### src/rtl/rx_temp_parser_pkg.sv
// -----------------------------------------------------------------------------
// rx_temp_parser_pkg
// Shared definitions for the UART temperature-message receiver: the expected
// characters of the "Temp: DD.D C\r\n" message, the parser and bit-receiver
// state enums, and small character helpers. The parser enum and character
// constants are also used by tx_parser.
// -----------------------------------------------------------------------------
package rx_temp_parser_pkg;

  // Message prefix, leftmost character in the most significant byte.
  localparam int          PREFIX_LEN = 6;
  localparam logic [47:0] PREFIX_STR = "Temp: ";
  localparam logic [2:0]  PREFIX_LAST_IDX = 3'(PREFIX_LEN - 1);

  localparam logic [7:0] CHAR_T     = "T";
  localparam logic [7:0] CHAR_DOT   = ".";
  localparam logic [7:0] CHAR_SPACE = " ";
  localparam logic [7:0] CHAR_C     = "C";
  localparam logic [7:0] CHAR_CR    = 8'h0D;
  localparam logic [7:0] CHAR_LF    = 8'h0A;
  localparam logic [7:0] CHAR_ZERO  = "0";
  localparam logic [7:0] CHAR_NINE  = "9";

  // Message grammar position. PS_PREFIX is qualified by a 0-5 prefix index.
  typedef enum logic [3:0] {
    PS_PREFIX,
    PS_TENS,
    PS_ONES,
    PS_DOT,
    PS_TENTHS,
    PS_SPACE,
    PS_CEL,
    PS_CR,
    PS_LF
  } parse_state_t;

  // UART 8N1 bit-level receiver states.
  typedef enum logic [1:0] {
    RX_IDLE,
    RX_START,
    RX_DATA,
    RX_STOP
  } rx_state_t;

  // Expected prefix character at a given prefix index (0 for out-of-range).
  function automatic logic [7:0] prefix_char(input logic [2:0] idx);
    logic [7:0] c;
    c = 8'h00;
    for (int i = 0; i < PREFIX_LEN; i++) begin
      if (idx == 3'(i)) c = PREFIX_STR[8*(PREFIX_LEN-1-i) +: 8];
    end
    return c;
  endfunction

  function automatic logic is_digit(input logic [7:0] c);
    return (c >= CHAR_ZERO) && (c <= CHAR_NINE);
  endfunction

  // ASCII digit to its BCD nibble (byte minus '0').
  function automatic logic [3:0] ascii_to_bcd(input logic [7:0] c);
    logic [7:0] d;
    d = c - CHAR_ZERO;
    return d[3:0];
  endfunction

endpackage

### src/rtl/rx_temp_parser_uart_rx.sv
// -----------------------------------------------------------------------------
// uart_rx
// UART 8N1 receiver, LSB first, idle-high line. The raw line is brought into
// the clock domain with a two-flop synchronizer; a start edge is confirmed at
// half a bit time (shorter low pulses are rejected as glitches), then each
// data bit and the stop bit are sampled at mid-bit.
//
// Ports
//   clk          system clock, rising edge
//   rst_n        asynchronous active-low reset
//   rx_serial    raw UART line (asynchronous)
//   rx_byte      last received byte; valid while byte_valid is high
//   byte_valid   one-cycle strobe, stop bit sampled high
//   frame_error  one-cycle pulse, stop bit sampled low (no byte_valid)
// -----------------------------------------------------------------------------
module uart_rx
  import rx_temp_parser_pkg::*;
#(
  parameter int CLKS_PER_BIT = 868
) (
  input  logic       clk,
  input  logic       rst_n,
  input  logic       rx_serial,
  output logic [7:0] rx_byte,
  output logic       byte_valid,
  output logic       frame_error
);

  localparam int             CW        = (CLKS_PER_BIT > 2) ? $clog2(CLKS_PER_BIT) : 1;
  localparam logic [CW-1:0]  BIT_LAST  = CW'(CLKS_PER_BIT - 1);
  localparam logic [CW-1:0]  HALF_LAST = CW'(CLKS_PER_BIT / 2 - 1);

  logic [1:0]    sync_q;
  logic          rx_prev_q;
  logic          rx_sync;

  rx_state_t     state_q, state_d;
  logic [CW-1:0] cnt_q, cnt_d;
  logic [2:0]    bit_q, bit_d;
  logic [7:0]    shift_q, shift_d;
  logic          strobe_q, strobe_d;
  logic          ferr_q, ferr_d;

  assign rx_sync = sync_q[1];

  // Synchronizer and previous-sample flop reset to the idle (high) level so
  // reset release never looks like a start edge.
  // NOTE: all clocked state uses non-blocking assignments so every flop
  // samples pre-edge values, which a synchronizer chain depends on.
  always_ff @(posedge clk or negedge rst_n) begin
    if (!rst_n) begin
      sync_q    <= 2'b11;
      rx_prev_q <= 1'b1;
    end else begin
      sync_q    <= {sync_q[0], rx_serial};
      rx_prev_q <= rx_sync;
    end
  end

  always_ff @(posedge clk or negedge rst_n) begin
    if (!rst_n) begin
      state_q  <= RX_IDLE;
      cnt_q    <= '0;
      bit_q    <= '0;
      shift_q  <= '0;
      strobe_q <= 1'b0;
      ferr_q   <= 1'b0;
    end else begin
      state_q  <= state_d;
      cnt_q    <= cnt_d;
      bit_q    <= bit_d;
      shift_q  <= shift_d;
      strobe_q <= strobe_d;
      ferr_q   <= ferr_d;
    end
  end

  // NOTE: every signal driven here gets a default first, so no path through
  // the case statement can leave one unassigned and infer a latch.
  always_comb begin
    state_d  = state_q;
    cnt_d    = cnt_q;
    bit_d    = bit_q;
    shift_d  = shift_q;
    strobe_d = 1'b0;
    ferr_d   = 1'b0;

    unique case (state_q)
      RX_IDLE: begin
        cnt_d = '0;
        bit_d = '0;
        if (rx_prev_q && !rx_sync) state_d = RX_START;
      end

      // Confirm the start bit at its middle; a high line means a glitch.
      RX_START: begin
        if (cnt_q == HALF_LAST) begin
          cnt_d   = '0;
          state_d = rx_sync ? RX_IDLE : RX_DATA;
        end else begin
          cnt_d = cnt_q + CW'(1);
        end
      end

      RX_DATA: begin
        if (cnt_q == BIT_LAST) begin
          cnt_d   = '0;
          shift_d = {rx_sync, shift_q[7:1]};
          bit_d   = bit_q + 3'd1;
          if (bit_q == 3'd7) state_d = RX_STOP;
        end else begin
          cnt_d = cnt_q + CW'(1);
        end
      end

      // Return to IDLE at the stop-bit middle so a back-to-back start edge
      // in the next half bit is caught.
      RX_STOP: begin
        if (cnt_q == BIT_LAST) begin
          cnt_d   = '0;
          state_d = RX_IDLE;
          if (rx_sync) strobe_d = 1'b1;
          else         ferr_d   = 1'b1;
        end else begin
          cnt_d = cnt_q + CW'(1);
        end
      end

      default: state_d = RX_IDLE;
    endcase
  end

  assign rx_byte     = shift_q;
  assign byte_valid  = strobe_q;
  assign frame_error = ferr_q;

endmodule

### src/rtl/rx_temp_parser.sv
// -----------------------------------------------------------------------------
// rx_temp_parser
// Receives UART bytes and parses messages of the form "Temp: DD.D C\r\n".
// Digits are collected in a shadow register; bcd_temp only updates when the
// whole message, including the final LF, has matched. Any grammar violation
// pulses parse_error and restarts matching (at prefix index 1 if the offending
// byte was 'T', so a new message starting there is not lost).
//
// Ports
//   clk          system clock, rising edge
//   rst_n        asynchronous active-low reset
//   rx_serial    UART 8N1 line, idle high, LSB first
//   bcd_temp     last accepted temperature {tens, ones, tenths} BCD
//   temp_valid   one-cycle pulse when bcd_temp updates
//   parse_error  one-cycle pulse on a message-grammar violation
//   frame_error  one-cycle pulse when a stop bit is sampled low
// -----------------------------------------------------------------------------
module rx_temp_parser
  import rx_temp_parser_pkg::*;
#(
  parameter int CLKS_PER_BIT = 868
) (
  input  logic        clk,
  input  logic        rst_n,
  input  logic        rx_serial,
  output logic [11:0] bcd_temp,
  output logic        temp_valid,
  output logic        parse_error,
  output logic        frame_error
);

  logic [7:0]   rx_byte;
  logic         rx_strobe;
  logic         rx_ferr;

  parse_state_t state_q, state_d;
  logic [2:0]   idx_q, idx_d;
  logic [11:0]  shadow_q, shadow_d;
  logic [11:0]  bcd_q, bcd_d;
  logic         tv_q, tv_d;
  logic         pe_q, pe_d;
  logic         match;

  uart_rx #(
    .CLKS_PER_BIT (CLKS_PER_BIT)
  ) u_uart_rx (
    .clk         (clk),
    .rst_n       (rst_n),
    .rx_serial   (rx_serial),
    .rx_byte     (rx_byte),
    .byte_valid  (rx_strobe),
    .frame_error (rx_ferr)
  );

  always_ff @(posedge clk or negedge rst_n) begin
    if (!rst_n) begin
      state_q  <= PS_PREFIX;
      idx_q    <= '0;
      shadow_q <= '0;
      bcd_q    <= '0;
      tv_q     <= 1'b0;
      pe_q     <= 1'b0;
    end else begin
      state_q  <= state_d;
      idx_q    <= idx_d;
      shadow_q <= shadow_d;
      bcd_q    <= bcd_d;
      tv_q     <= tv_d;
      pe_q     <= pe_d;
    end
  end

  always_comb begin
    state_d  = state_q;
    idx_d    = idx_q;
    shadow_d = shadow_q;
    bcd_d    = bcd_q;
    tv_d     = 1'b0;
    pe_d     = 1'b0;
    match    = 1'b0;

    if (rx_ferr) begin
      // A corrupted byte breaks the message; only report it if one was open.
      pe_d    = (state_q != PS_PREFIX) || (idx_q != 3'd0);
      state_d = PS_PREFIX;
      idx_d   = '0;
    end else if (rx_strobe) begin
      unique case (state_q)
        PS_PREFIX:                     match = (rx_byte == prefix_char(idx_q));
        PS_TENS, PS_ONES, PS_TENTHS:   match = is_digit(rx_byte);
        PS_DOT:                        match = (rx_byte == CHAR_DOT);
        PS_SPACE:                      match = (rx_byte == CHAR_SPACE);
        PS_CEL:                        match = (rx_byte == CHAR_C);
        PS_CR:                         match = (rx_byte == CHAR_CR);
        PS_LF:                         match = (rx_byte == CHAR_LF);
        default:                       match = 1'b0;
      endcase

      if (match) begin
        unique case (state_q)
          PS_PREFIX: begin
            if (idx_q == PREFIX_LAST_IDX) begin
              idx_d   = '0;
              state_d = PS_TENS;
            end else begin
              idx_d = idx_q + 3'd1;
            end
          end
          PS_TENS: begin
            shadow_d[11:8] = ascii_to_bcd(rx_byte);
            state_d        = PS_ONES;
          end
          PS_ONES: begin
            shadow_d[7:4] = ascii_to_bcd(rx_byte);
            state_d       = PS_DOT;
          end
          PS_DOT:    state_d = PS_TENTHS;
          PS_TENTHS: begin
            shadow_d[3:0] = ascii_to_bcd(rx_byte);
            state_d       = PS_SPACE;
          end
          PS_SPACE:  state_d = PS_CEL;
          PS_CEL:    state_d = PS_CR;
          PS_CR:     state_d = PS_LF;
          PS_LF: begin
            bcd_d   = shadow_q;
            tv_d    = 1'b1;
            state_d = PS_PREFIX;
          end
          default:   state_d = PS_PREFIX;
        endcase
      end else if (!((state_q == PS_PREFIX) && (idx_q == 3'd0))) begin
        // Hunting for the first 'T' is silent; anywhere else a mismatch is an
        // error, and a 'T' is treated as the start of the next message.
        pe_d    = 1'b1;
        state_d = PS_PREFIX;
        idx_d   = (rx_byte == CHAR_T) ? 3'd1 : 3'd0;
      end
    end
  end

  assign bcd_temp    = bcd_q;
  assign temp_valid  = tv_q;
  assign parse_error = pe_q;
  assign frame_error = rx_ferr;

endmodule

### config.mk
export PLATFORM = sky130hd
export DESIGN_NAME = rx_temp_parser
export DESIGN_NICKNAME = d
export VERILOG_FILES = /design/src/rtl/rx_temp_parser_pkg.sv /design/src/rtl/rx_temp_parser_uart_rx.sv /design/src/rtl/rx_temp_parser.sv
export SDC_FILE = /design/constraint.sdc
export NUM_CORES = 1
export LEC_CHECK = 0
export CORE_UTILIZATION = 60
export DETAILED_ROUTE_END_ITERATION = 10
export PLACE_DENSITY = 0.89
export SYNTH_ARGS = -nofsm -noshare
export SYNTH_HDL_FRONTEND = slang
export SYNTH_SLANG_ARGS = --single-unit
export TNS_END_PERCENT = 100
### constraint.sdc
create_clock -name clk -period 9.7 [get_ports clk]
set_input_delay 1.94 -clock clk [delete_from_list [all_inputs] [get_ports clk]]
set_output_delay 1.94 -clock clk [all_outputs]
set_load 0.05 [all_outputs]
# Word-level counts from Yosys, hierarchy flattened
# Cells that the tools add are included.
# Widths: inputs -> output; s select.
[classes] n_bitwise=1 div_mod_pow=0 order_cmp=2 add_sub_neg=4 mux=51 n_reduce_logical=23 n_eq_ne=34 multipliers=0 shifts=0
[ops] operator="$mux 8" count=8
[ops] operator="$pmux 4 s8" count=1
[ops] operator="$pmux 10 s3" count=1
[ops] operator="$mux 3" count=7
[ops] operator="$mux 10" count=2
[ops] operator="$mux 4" count=5
[ops] operator="$mux 1" count=17
[ops] operator="$eq 4x3->1 const B" count=4
[ops] operator="$eq 8x4->1 const B" count=2
[ops] operator="$eq 8x6->1 const B" count=2
[ops] operator="$eq 8x7->1 const B" count=2
[ops] operator="$reduce_and 4->1" count=4
[ops] operator="$mux 2" count=6
[ops] operator="$add 10x1->10 const B" count=1
[ops] operator="$eq 10x10->1 const B" count=1
[ops] operator="$eq 10x9->1 const B" count=1
[ops] operator="$ne 2x1->1 const B" count=5
[ops] operator="$eq 3x3->1 const B" count=3
[ops] operator="$eq 4x2->1 const B" count=2
[ops] operator="$eq 8x8->1" count=1
[ops] operator="$ge 8x6->1 const B" count=1
[ops] operator="$le 8x6->1 const B" count=1
[ops] operator="$pmux 2 s4" count=1
[ops] operator="$mux 7" count=1
[ops] operator="other kinds (28)" count=36
[word_totals] ramBits=0 wordCells=131 out_inout_bits=15 in_bits=3 rom_bits=0 memories=0 latch_bits=0 reg_bits=61

# Logic depth before layout (Yosys ltp)
# Gate-level depths: netlist of the first run.
[logic_depth] word_depth=17 ltp_mapped=14 mapped_depth_nobuf=10

# Cells and area by module
# Synthesis of the first run repeated with hierarchy kept, for this count alone.
[hier_totals] hier_cells=338 hier_area_um2=3485.8
[modules_own_cells] mod="rx_temp_parser" area_per_inst_um2=2185.8 cells_each=228 n_inst=1 seq_area_each_um2=825.8
[modules_own_cells] mod="uart_rx" area_per_inst_um2=1300.0 cells_each=110 n_inst=1 seq_area_each_um2=704.4

# Worst setup path after synthesis of the first run
# Ideal clock, no wire load.
[synth_timing] path_type="reg-to-reg" startpoint="register idx_q[0]" endpoint="register shadow_q[0]" setup_time_ps=125 required_time_ps=9575 arrival_time_ps=3177 stages_incl_launch_ff=14 n_path_buf=4 period_less_slack_ps=3302 setup_slack_ps=6398 path_cell_list="dfrtp_1 -> buf_2 -> buf_2 -> and2_1 -> ha_1 -> clkbuf_1 -> a2111oi_0 -> mux2i_1 -> o21ai_0 -> or4_4 -> o21ai_4 -> and3_1 -> buf_2 -> mux2_2"
[synth_via] elab_chain_cells=15 elab_cells_between_ends=20 cone_classes="eq/ne (6); mux (12); reduce/logical (2)"
[synth_lines] element="start: declaration" line="rx_temp_parser.sv:37" text="logic [2:0] idx_q, idx_d;"
[synth_lines] element="start signal: assignment" line="rx_temp_parser.sv:65" text="idx_q <= idx_d;"
[synth_lines] element="$logic_not 3->1" line="rx_temp_parser_pkg.sv:50" text="if (idx == 3'(i)) c = PREFIX_STR[8*(PREFIX_LEN-1-i) +: 8];"
[synth_lines] element="$mux 7" line="rx_temp_parser_pkg.sv:50"
[synth_lines] element="$mux 8 (4 in series)" line="rx_temp_parser_pkg.sv:50"
[synth_lines] element="$mux 8 (*)" line="rx_temp_parser_pkg.sv:50"
[synth_lines] element="$mux 8 (*)" line="rx_temp_parser.sv:88" text="unique case (state_q)"
[synth_lines] element="$mux 8 (*)" line="rx_temp_parser.sv:87" text="end else if (rx_strobe) begin"
[synth_lines] element="$mux 8 (*)" line="rx_temp_parser.sv:82" text="if (rx_ferr) begin"
[synth_lines] element="$eq 8x8->1 (*)" line="rx_temp_parser.sv:89" text="PS_PREFIX: match = (rx_byte == prefix_char(idx_q));"
[synth_lines] element="$pmux 1 s7 (*)" line="rx_temp_parser.sv:88"
[synth_lines] element="$mux 1 (*)" line="rx_temp_parser.sv:87"
[synth_lines] element="$mux 1 (*)" line="rx_temp_parser.sv:82"
[synth_lines] element="$reduce_and 4->1 (no line) (*)"
[synth_lines] element="end signal: assignment" line="rx_temp_parser.sv:66" text="shadow_q <= shadow_d;"
[synth_lines] element="end: declaration" line="rx_temp_parser.sv:38" text="logic [11:0] shadow_q, shadow_d;"
# Mark *: on every way between the ends. The rest lies on a longest branch, timed or not. The select of a mux whose other input is x is not followed.
# A chain may end at the register's enable or synchronous reset.

# Final worst setup path of the first run
[layout_timing] startpoint="register state_q[1]" endpoint="register shadow_q[1]"
[layout_via] elab_chain_cells=6 elab_cells_between_ends=14 cone_classes="eq/ne (8); mux (3); reduce/logical (3)"
[layout_lines] element="start: declaration" line="rx_temp_parser.sv:36" text="parse_state_t state_q, state_d;"
[layout_lines] element="start signal: assignment" line="rx_temp_parser.sv:64" text="state_q <= state_d;"
[layout_lines] element="$eq 4x2->1 (tied with other cells)" line="rx_temp_parser.sv:88"
[layout_lines] element="$reduce_or 3->1" line="rx_temp_parser.sv:88"
[layout_lines] element="$pmux 1 s7" line="rx_temp_parser.sv:88"
[layout_lines] element="$mux 1" line="rx_temp_parser.sv:87"
[layout_lines] element="$mux 1" line="rx_temp_parser.sv:82"
[layout_lines] element="$reduce_and 4->1 (no line) (*)"
# Marked as above.

==> flow_summary.ini, run 1 <==
[outcome]
status = complete, no violations

[clocking]
ctsResizeCount = 0
cts_tree = built
clk_pin_slew_ns = 0.07
numCtsBuffers = 9
clock_latency_ns = 0.33
cts_setup_buffers = 0
cts_sinks = 61
clk_path_buf_depth = 2
htreeDepth = 3
ctsHoldBuffers = 0
root_buffer = clkbuf_8

[final_layout]
layout_commonest_cell = dfrtp_1
antenna_cells = 0
layout-drive-gt1-share = 0.1799
finalInstanceArea_mm2 = 0.003724
fin_nets = 332
syn_to_final_growth_pct = 11.96
layout_common_cells = dfrtp_1, nor2_1, mux2_2, nand2_1, clkdlybuf4s50_1
stdcell_count = 398

[floorplan]
die_x_um = 76.45
initial_core_util = 0.6350
die_area_mm2 = 0.005845
io_pins = 18
rows = 26
die_y_um = 76.45
core_mm2 = 0.005238

[yosys]
avgSynthCellArea_um2 = 10.56
synth_nets = 323
synth_seq_area_share = 0.4601
synthDistinctLibCells = 58
synthesis.area_mm2 = 0.003326
synth-main-ff-cell = dfrtp_1
yosysTopAreaCell = dfrtp_1
synthTopCellsByArea = dfrtp_1, mux2_2, mux2_4
ys_warn_count = 0
async_reset_ff_frac = 1.000
ys_seq_elements = 61
yosysTopAreaCellShare = 0.4364
synth_cells = 315
synth_edf_count = 0

[grt]
grt_pass1_wl_um = 11720
grt_pass1_vias = 2473
overflow = 0
antenna_found_initial = 0
grt_usage = 0.2560
grt_max_degree = 62

[critical_path]
crit_path_end_kind = flop
r2r_setup_slack_ns = 5.90
timing_worst_setup_path_type = flop to flop
worstPathRequired_ns = 9.92
path_max_fanout = 23
arrival_ns = 4.02
r2r_cells = 8
r2r_end = shadow_q[1]
r2r-start = state_q[1]
worst_setup_path_start_kind = flop

[detailed_routing]
drc = 0
wl_per_cell_um = 16.58
first_pass_iters = 4
routed_wl_um = 6600
vias = 2460
first_iter_violations = 190
via_per_inst = 6.181
ant_nets = 0

[min_path]
hp-start = u_uart_rx.sync_q[0]
hold_end = u_uart_rx.sync_q[1]
min_path_type = flop to flop
whs_path_depth = 0

[timing]
fin_skew_ns = 0.009912
hold_viol = 0
finalSetupViolCount = 0
fin_crit_ns = 3.803
grt_setup_unrepaired = no
final.setup.tns_ns = 0
relSlewSlack = 0.4271
worst_slew_pin_slew_ns = 0.8593
report.final.slew_viol_count = 0
period_share = 0.3920
fmax_ghz = 0.2630

[placement]
hpwl_um = 4554
placed_area_mm2 = 0.003491
routabilityCongestion = 0.9316
dp_cells = 383
port_buffers = 17

[power_and_ir_drop]
peakVddDrop_mv = 0.1379
p_leak_nw = 1.730
power.density_mw_per_mm2 = 154.5

[run]
drv_cap = 0
==> registers in the layout (all words and copies together), names as in the netlist, 2 cells and up, named ones only <==
signal / count
bcd_temp: 12
shadow_q: 12
u_uart_rx.cnt_q: 10
u_uart_rx.rx_byte: 8
state_q: 4
idx_q: 3
u_uart_rx.bit_q: 3
u_uart_rx.sync_q: 2
==> through the flow <==
stage	util	hold slack (ns)	setup WS (ns)	power (mW)
after floorplan	-	0.3452	6.398	0.3105
after global placement	0.6665	0.3464	5.985	0.3216
after detailed placement	0.6665	0.3481	5.983	0.3237
after CTS	0.7109	0.3568	5.936	0.5822
after global routing	0.7109	0.3680	5.797	0.6006
final	0.7109	0.3555	5.897	0.5753
==> routing by layer <==
layer,wire length [um],share of wire,global-route usage,vias to the layer above
met5,0,0,0,-
met1,2872,0.44,0.3299,1189
li1,-,-,-,1159
met3,371,0.056,0.06108,23
met2,3196,0.48,0.4162,89
met4,159,0.024,0.1038,0
==> cell families (layout without fill, tap and decap cells) <==
logic type | count (synthesis) | in the layout | share of synthesized area
XOR/XNOR | 14 | 14 | 0.03687
AO/OA/AOI/OAI | 61 | 61 | 0.1377
flip-flops | 61 | 61 | 0.4601
AND/OR/NAND/NOR | 108 | 108 | 0.1757
buffers and inverters | 30 | 43 | 0.03988
multiplexers | 35 | 35 | 0.1279
adder cells (fa/ha/maj) | 6 | 6 | 0.02182
==> power breakdown <==
| group | leakage [nW] | switching (mW) | internal (mW) |
|---|---|---|---|
| clock | 0.115 | 0.0932 | 0.164 |
| sequential | 0.834 | 0.0162 | 0.266 |
| combinational | 0.781 | 0.0222 | 0.0136 |
==> worst max-delay path, cell delays in order (launching register included) <==
cell       delay (ns)
dfrtp_1          0.68
maj3_1           0.52
a2111oi_0        0.62
mux2i_1          0.27
o21ai_0          0.11
or4_4            0.49
o21ai_4          0.31
and3_1           0.33
mux2_2           0.36
==> worst max path at each step <==
stage | start | endpoint
2_1_floorplan | idx_q[0] | shadow_q[0]
3_3_place_gp | state_q[1] | shadow_q[1]
3_5_place_dp | state_q[1] | shadow_q[1]
4_1_cts | state_q[1] | shadow_q[1]
5_1_grt | state_q[1] | shadow_q[1]
6_report | state_q[1] | shadow_q[1]
==> Yosys cell counts, types with 5 or more instances <==
cell type	number
nor2_1	31
nand3_1	9
a22o_1	6
and3_1	5
xor2_1	8
o21ai_0	10
xnor2_1	6
and2_1	5
mux2_4	9
nand2_1	23
a21oi_1	7
dfrtp_1	58
nor3_1	7
ha_1	5
buf_2	7
mux2_2	24
clkbuf_1	10
inv_1	10
==> final cells by class <==
class                   count  area [um2]
well taps                  70       87.58
clock inverters             3       67.56
inverters                  10       37.54
fillers                   380        1514
flip-flops and latches     61        1530
clock buffers              12       165.2
multi-input cells         224        1663
repair buffers             18       172.7
Note: power is estimated with default switching activity, not from simulation.
==> run 2: changes to the inputs <==
==> constraint.sdc (replaced) <==
create_clock -name clk -period 3.7 [get_ports clk]
set_input_delay 0.74 -clock clk [delete_from_list [all_inputs] [get_ports clk]]
set_output_delay 0.74 -clock clk [all_outputs]
set_load 0.05 [all_outputs]
==> run 2 against run 1 <==
- via count up 4.2%
- total power rose to 2.7 times the previous value
- maximum frequency increased by 11%
- cell area is 2.3% higher
- clock power rose to 2.9 times the previous value
- register-to-register slack got worse by 5.6 ns
- combinational power rose to 2.8 times the previous value
- critical path depth did not move
- critical endpoint is now shadow_q[5]
- largest power group unchanged
==> flow_summary.ini, run 2 (synthesis results as in run 1) <==
[grt]
globalRouteMet3Util = 0.05749
grtUsageMet1 = 0.3729
grt.busiest_layer = met2
overflow = 0
grtUsageMet2 = 0.4604
grt_pass1_wl_um = 12770
grt_pass1_vias = 2532
grt_usage = 0.2843
grt_max_degree = 52
antenna_found_initial = 0

[placement]
placed_area_mm2 = 0.003563
hpwl_um = 4692
dp_cells = 391
port_buffers = 17
routabilityCongestion = 0.9341

[final_layout]
syn_to_final_growth_pct = 14.56
antenna_cells = 0
layout_commonest_cell = dfrtp_1
fillers = 356
fin_nets = 340
stdcell_count = 407
finalInstanceArea_mm2 = 0.003810
layout_common_cells = dfrtp_1, nor2_1, mux2_2, nand2_1, clkdlybuf4s50_1
layout-drive-gt1-share = 0.2018
multi_input_area_mm2 = 0.001664
seq_area_mm2 = 0.001530

[timing]
final.setup.tns_ns = 0
report.final.slew_viol_count = 0
hold_viol = 0
grt_setup_unrepaired = no
finalSetupViolCount = 0
worst_slew_pin_slew_ns = 1.113
fmax_ghz = 0.2916
relSlewSlack = 0.2578
fin_skew_ns = 0.01037
period_share = 0.9269
fin_crit_ns = 3.430

[power_and_ir_drop]
peakVddDrop_mv = 0.3466
total_power_mw = 1.573
p_leak_nw = 1.785
power.density_mw_per_mm2 = 412.9

[clocking]
cts_setup_buffers = 0
ctsResizeCount = 0
clock_latency_ns = 0.35
cts_tree = built
clk_pin_slew_ns = 0.07
htreeDepth = 3
cts_sinks = 61
ctsHoldBuffers = 0
root_buffer = clkbuf_8
clk_path_buf_depth = 2
numCtsBuffers = 9

[detailed_routing]
first_pass_iters = 5
first_iter_violations = 238
wl_per_cell_um = 18.25
vias = 2564
drc = 0
routed_wl_um = 7429
ant_nets = 0
via_per_inst = 6.300

[min_path]
whs_path_depth = 0
hold_end = u_uart_rx.sync_q[1]
min_path_type = flop to flop
hp-start = u_uart_rx.sync_q[0]

[critical_path]
worst_setup_path_start_kind = flop
path_max_fanout = 7
r2r_end = shadow_q[5]
r2r_cells = 8
crit_path_end_kind = flop
r2r-start = state_q[0]
r2r_setup_slack_ns = 0.27
timing_worst_setup_path_type = flop to flop
arrival_ns = 3.65
worstPathRequired_ns = 3.93

[run]
drv_cap = 0

[floorplan]
die_area_mm2 = 0.005845
die_x_um = 76.45
core_mm2 = 0.005238
initial_core_util = 0.6350
rows = 26
io_pins = 18
die_y_um = 76.45

[outcome]
status = complete, no violations
## run 2: cell count changes in the layout (fill, tap and decap cells not counted), sizes merged
| cell | delta |
|---|---|
| clkinv | +3 |
| buf | +8 |
| clkinvlp | -1 |
| bufinv | +1 |
| clkbuf | -3 |
| inv | +1 |
## run 2: worst max-delay path by stage
stage,slack [ns],from,cells past startpoint,endpoint
6_report,0.27,state_q[0],8,shadow_q[5]
5_1_grt,0.11,state_q[3],8,shadow_q[5]
4_1_cts,0.23,state_q[0],8,shadow_q[6]
3_5_place_dp,0.30,state_q[0],8,shadow_q[2]
3_3_place_gp,0.36,state_q[0],8,shadow_q[0]
2_1_floorplan,0.40,idx_q[0],13,shadow_q[0]
## run 2: stage by stage
| step | hold WS, ns | utilization | setup WS, ns |
|---|---|---|---|
| finish | 0.3597 | 0.7274 | 0.2705 |
| global route | 0.3696 | 0.7274 | 0.1054 |
| CTS | 0.3597 | 0.7272 | 0.2263 |
| detailed placement | 0.3482 | 0.6804 | 0.2951 |
| global placement | 0.3470 | 0.6804 | 0.3640 |
| floorplan | 0.3452 | - | 0.3980 |
## run 2: critical path, stage by stage (launching register included)
cell and delay [ns]:
dfrtp_1 0.48, maj3_1 0.41, a2111oi_1 0.61, mux2i_1 0.23, o21ai_0 0.10, or4_4 0.47, o21a_1 0.22, nor2_1 0.40
mux2_2 0.39
## run 2: cell type report
cell class              instances  share of cell area
clock buffers                   9             0.03251
clock inverters                 7             0.03186
inverters                      10            0.009852
multi-input cells             224              0.4368
flip-flops and latches         61              0.4016
well taps                      70             0.02299
repair buffers                 26             0.06437
## run 2: where the power goes
part           switching [mW]  leakage [nW]  internal (mW)
Clock                   0.282         0.124          0.451
Combinational          0.0595         0.827         0.0416
Sequential             0.0433         0.834          0.696
## run 2: layer usage
layer	routed length [um]	part of all wire	vias up
li1	-	-	1175
met2	3721	0.50	109
met5	0	0	-
met3	422	0.057	20
met1	3114	0.42	1260
met4	170	0.023	0
==> run 3: changes to the inputs <==
--- a/config.mk
+++ b/config.mk
@@ -5,8 +5,10 @@
 export SDC_FILE = /design/constraint.sdc
 export NUM_CORES = 1
 export LEC_CHECK = 0
+export CAP_MARGIN = 40
 export CORE_UTILIZATION = 60
 export DETAILED_ROUTE_END_ITERATION = 10
+export MAX_ROUTING_LAYER = met4
 export PLACE_DENSITY = 0.89
 export SYNTH_ARGS = -nofsm -noshare
 export SYNTH_HDL_FRONTEND = slang
==> run 3 against run 2 <==
- global-route usage rose by 1.2 points
- first-iteration DRC count fell by 27%
- clock skew barely moved
- final cell count rose by 0.49%
==> flow_summary.ini, run 3 (synthesis results as in run 1) <==
[critical_path]
r2r-start = state_q[0]
worstPathRequired_ns = 3.92
r2r_end = bcd_temp[6]
arrival_ns = 3.61
timing_worst_setup_path_type = flop to flop
worst_setup_path_start_kind = flop
r2r_setup_slack_ns = 0.31
max_stage_delay_ns = 0.57
worst_path_max_delay_cell = a2111oi_0
crit_chain = maj3_1 -> a2111oi_0 -> mux2i_1 -> o21ai_0 -> or4_4 -> o21ai_4 -> nand3_4 -> mux2_4
r2r_cells = 8
crit_path_end_kind = flop
path_max_fanout = 13

[placement]
hpwl_um = 5181
post-place-ws_ns = 0.3781
routabilityCongestion = 0.9467
port_buffers = 17

[floorplan]
rows = 26
core_mm2 = 0.005238
die_y_um = 76.45
die_x_um = 76.45
io_pins = 18
initial_core_util = 0.6350
die_area_mm2 = 0.005845

[clocking]
cts_tree = built
numCtsBuffers = 9
cts_sinks = 61
ctsResizeCount = 0
clk_pin_slew_ns = 0.07
root_buffer = clkbuf_8
clk_path_buf_depth = 2
htreeDepth = 3
ctsHoldBuffers = 0
cts_setup_buffers = 0
clock_latency_ns = 0.35

[power_and_ir_drop]
peakVddDrop_mv = 0.4641
internal_power_mw = 1.124
p_leak_nw = 1.780
swShare = 0.2583
pwr-share-seq = 0.490
power.density_mw_per_mm2 = 400.1
clkPwrFrac = 0.438
combPwrFrac = 0.071
p_sw_uw = 391.5

[detailed_routing]
routed_wl_um = 7815
ant_nets = 0
vias = 2601
wl_per_cell_um = 19.11
via_per_inst = 6.359
first_pass_iters = 5
drc = 0
first_iter_violations = 174

[grt]
grt_pass1_wl_um = 12610
grt_usage = 0.2959
overflow = 0
grt_max_degree = 33
grt_pass1_vias = 2486
antenna_found_initial = 0

[timing]
fin_crit_ns = 3.391
fmax_ghz = 0.2949
final.setup.tns_ns = 0
worst_slew_pin_slew_ns = 0.7598
layout_setup_ws_ns = 0.3094
grt_setup_unrepaired = no
fin_skew_ns = 0.01037
relSlewSlack = 0.4935
period_share = 0.9164
finalSetupViolCount = 0
report.final.slew_viol_count = 0
hold_viol = 0

[min_path]
hp-start = u_uart_rx.sync_q[0]
min_path_type = flop to flop
whs_path_depth = 0
hold_end = u_uart_rx.sync_q[1]

[final_layout]
antenna_cells = 0
syn_to_final_growth_pct = 13.92
layout_commonest_cell = dfrtp_1
layout-drive-gt1-share = 0.2035
fillers = 348
layout_common_cells = dfrtp_1, nor2_1, mux2_2, nand2_1, clkdlybuf4s50_1
fin_nets = 342

[run]
drv_cap = 0

[outcome]
status = complete, no violations
[run 3: worst max-delay path, delay by kind of cell, from the launching register on]
| family | cells | cell delay, ns |
|---|---|---|
| AOI/OAI and AO/OA | 3 | 0.97 |
| adders and majority gates | 1 | 0.40 |
| DFF | 1 | 0.52 |
| muxes | 2 | 0.63 |
| and+or+nand+nor | 2 | 0.75 |
[run 3: worst max-delay path by stage]
stage / slack (ns) / cells after the start / from / to
after floorplan: 0.40 / 13 / idx_q[0] / shadow_q[0]
after global placement: 0.40 / 10 / idx_q[1] / shadow_q[1]
after detailed placement: 0.38 / 10 / idx_q[1] / shadow_q[5]
after CTS: 0.35 / 8 / state_q[0] / bcd_temp[8]
after global routing: 0.08 / 8 / state_q[0] / bcd_temp[6]
final: 0.31 / 8 / state_q[0] / bcd_temp[6]
[run 3: layout make-up]
type                       count  area (um2)  share of cell area
timing repair buffer          28       247.7             0.06539
multi-input combinational    224        1663              0.4389
tap                           70       87.58             0.02312
inverter                      10       37.54            0.009908
clock buffer                  10       127.6             0.03369
sequential                    61        1530              0.4039
clock inverter                 6       95.09             0.02510
[run 3: per-stage QoR]
step	utilization	hold WS, ns	power (mW)	std cells	area (um2)
final	0.7234	0.3596	1.516	409	3789
after global routing	0.7234	0.3622	1.573	409	3789
after CTS	0.7234	0.3607	1.528	409	3789
after detailed placement	0.6808	0.3476	0.8600	393	3566
after global placement	0.6808	0.3471	0.8512	393	3566
after floorplan	-	0.3452	0.8141	315	3326
[run 3: layer usage]
metal  share of wire  global-route usage  vias to the layer above
met1            0.41              0.3515                     1264
li1                -                   -                     1183
met3           0.063             0.08024                       38
met4           0.044              0.1288                        0
met5               0                   -                        -
met2            0.49              0.4739                      116
[run 3: power groups by stage]
stage | Sequential [mW] | Combinational, mW | Clock (mW)
floorplan | 0.727 | 0.0871 | 0
global placement | 0.750 | 0.101 | 0
detailed placement | 0.752 | 0.108 | 0
CTS | 0.742 | 0.110 | 0.676
global route | 0.747 | 0.124 | 0.701
finish | 0.743 | 0.108 | 0.665
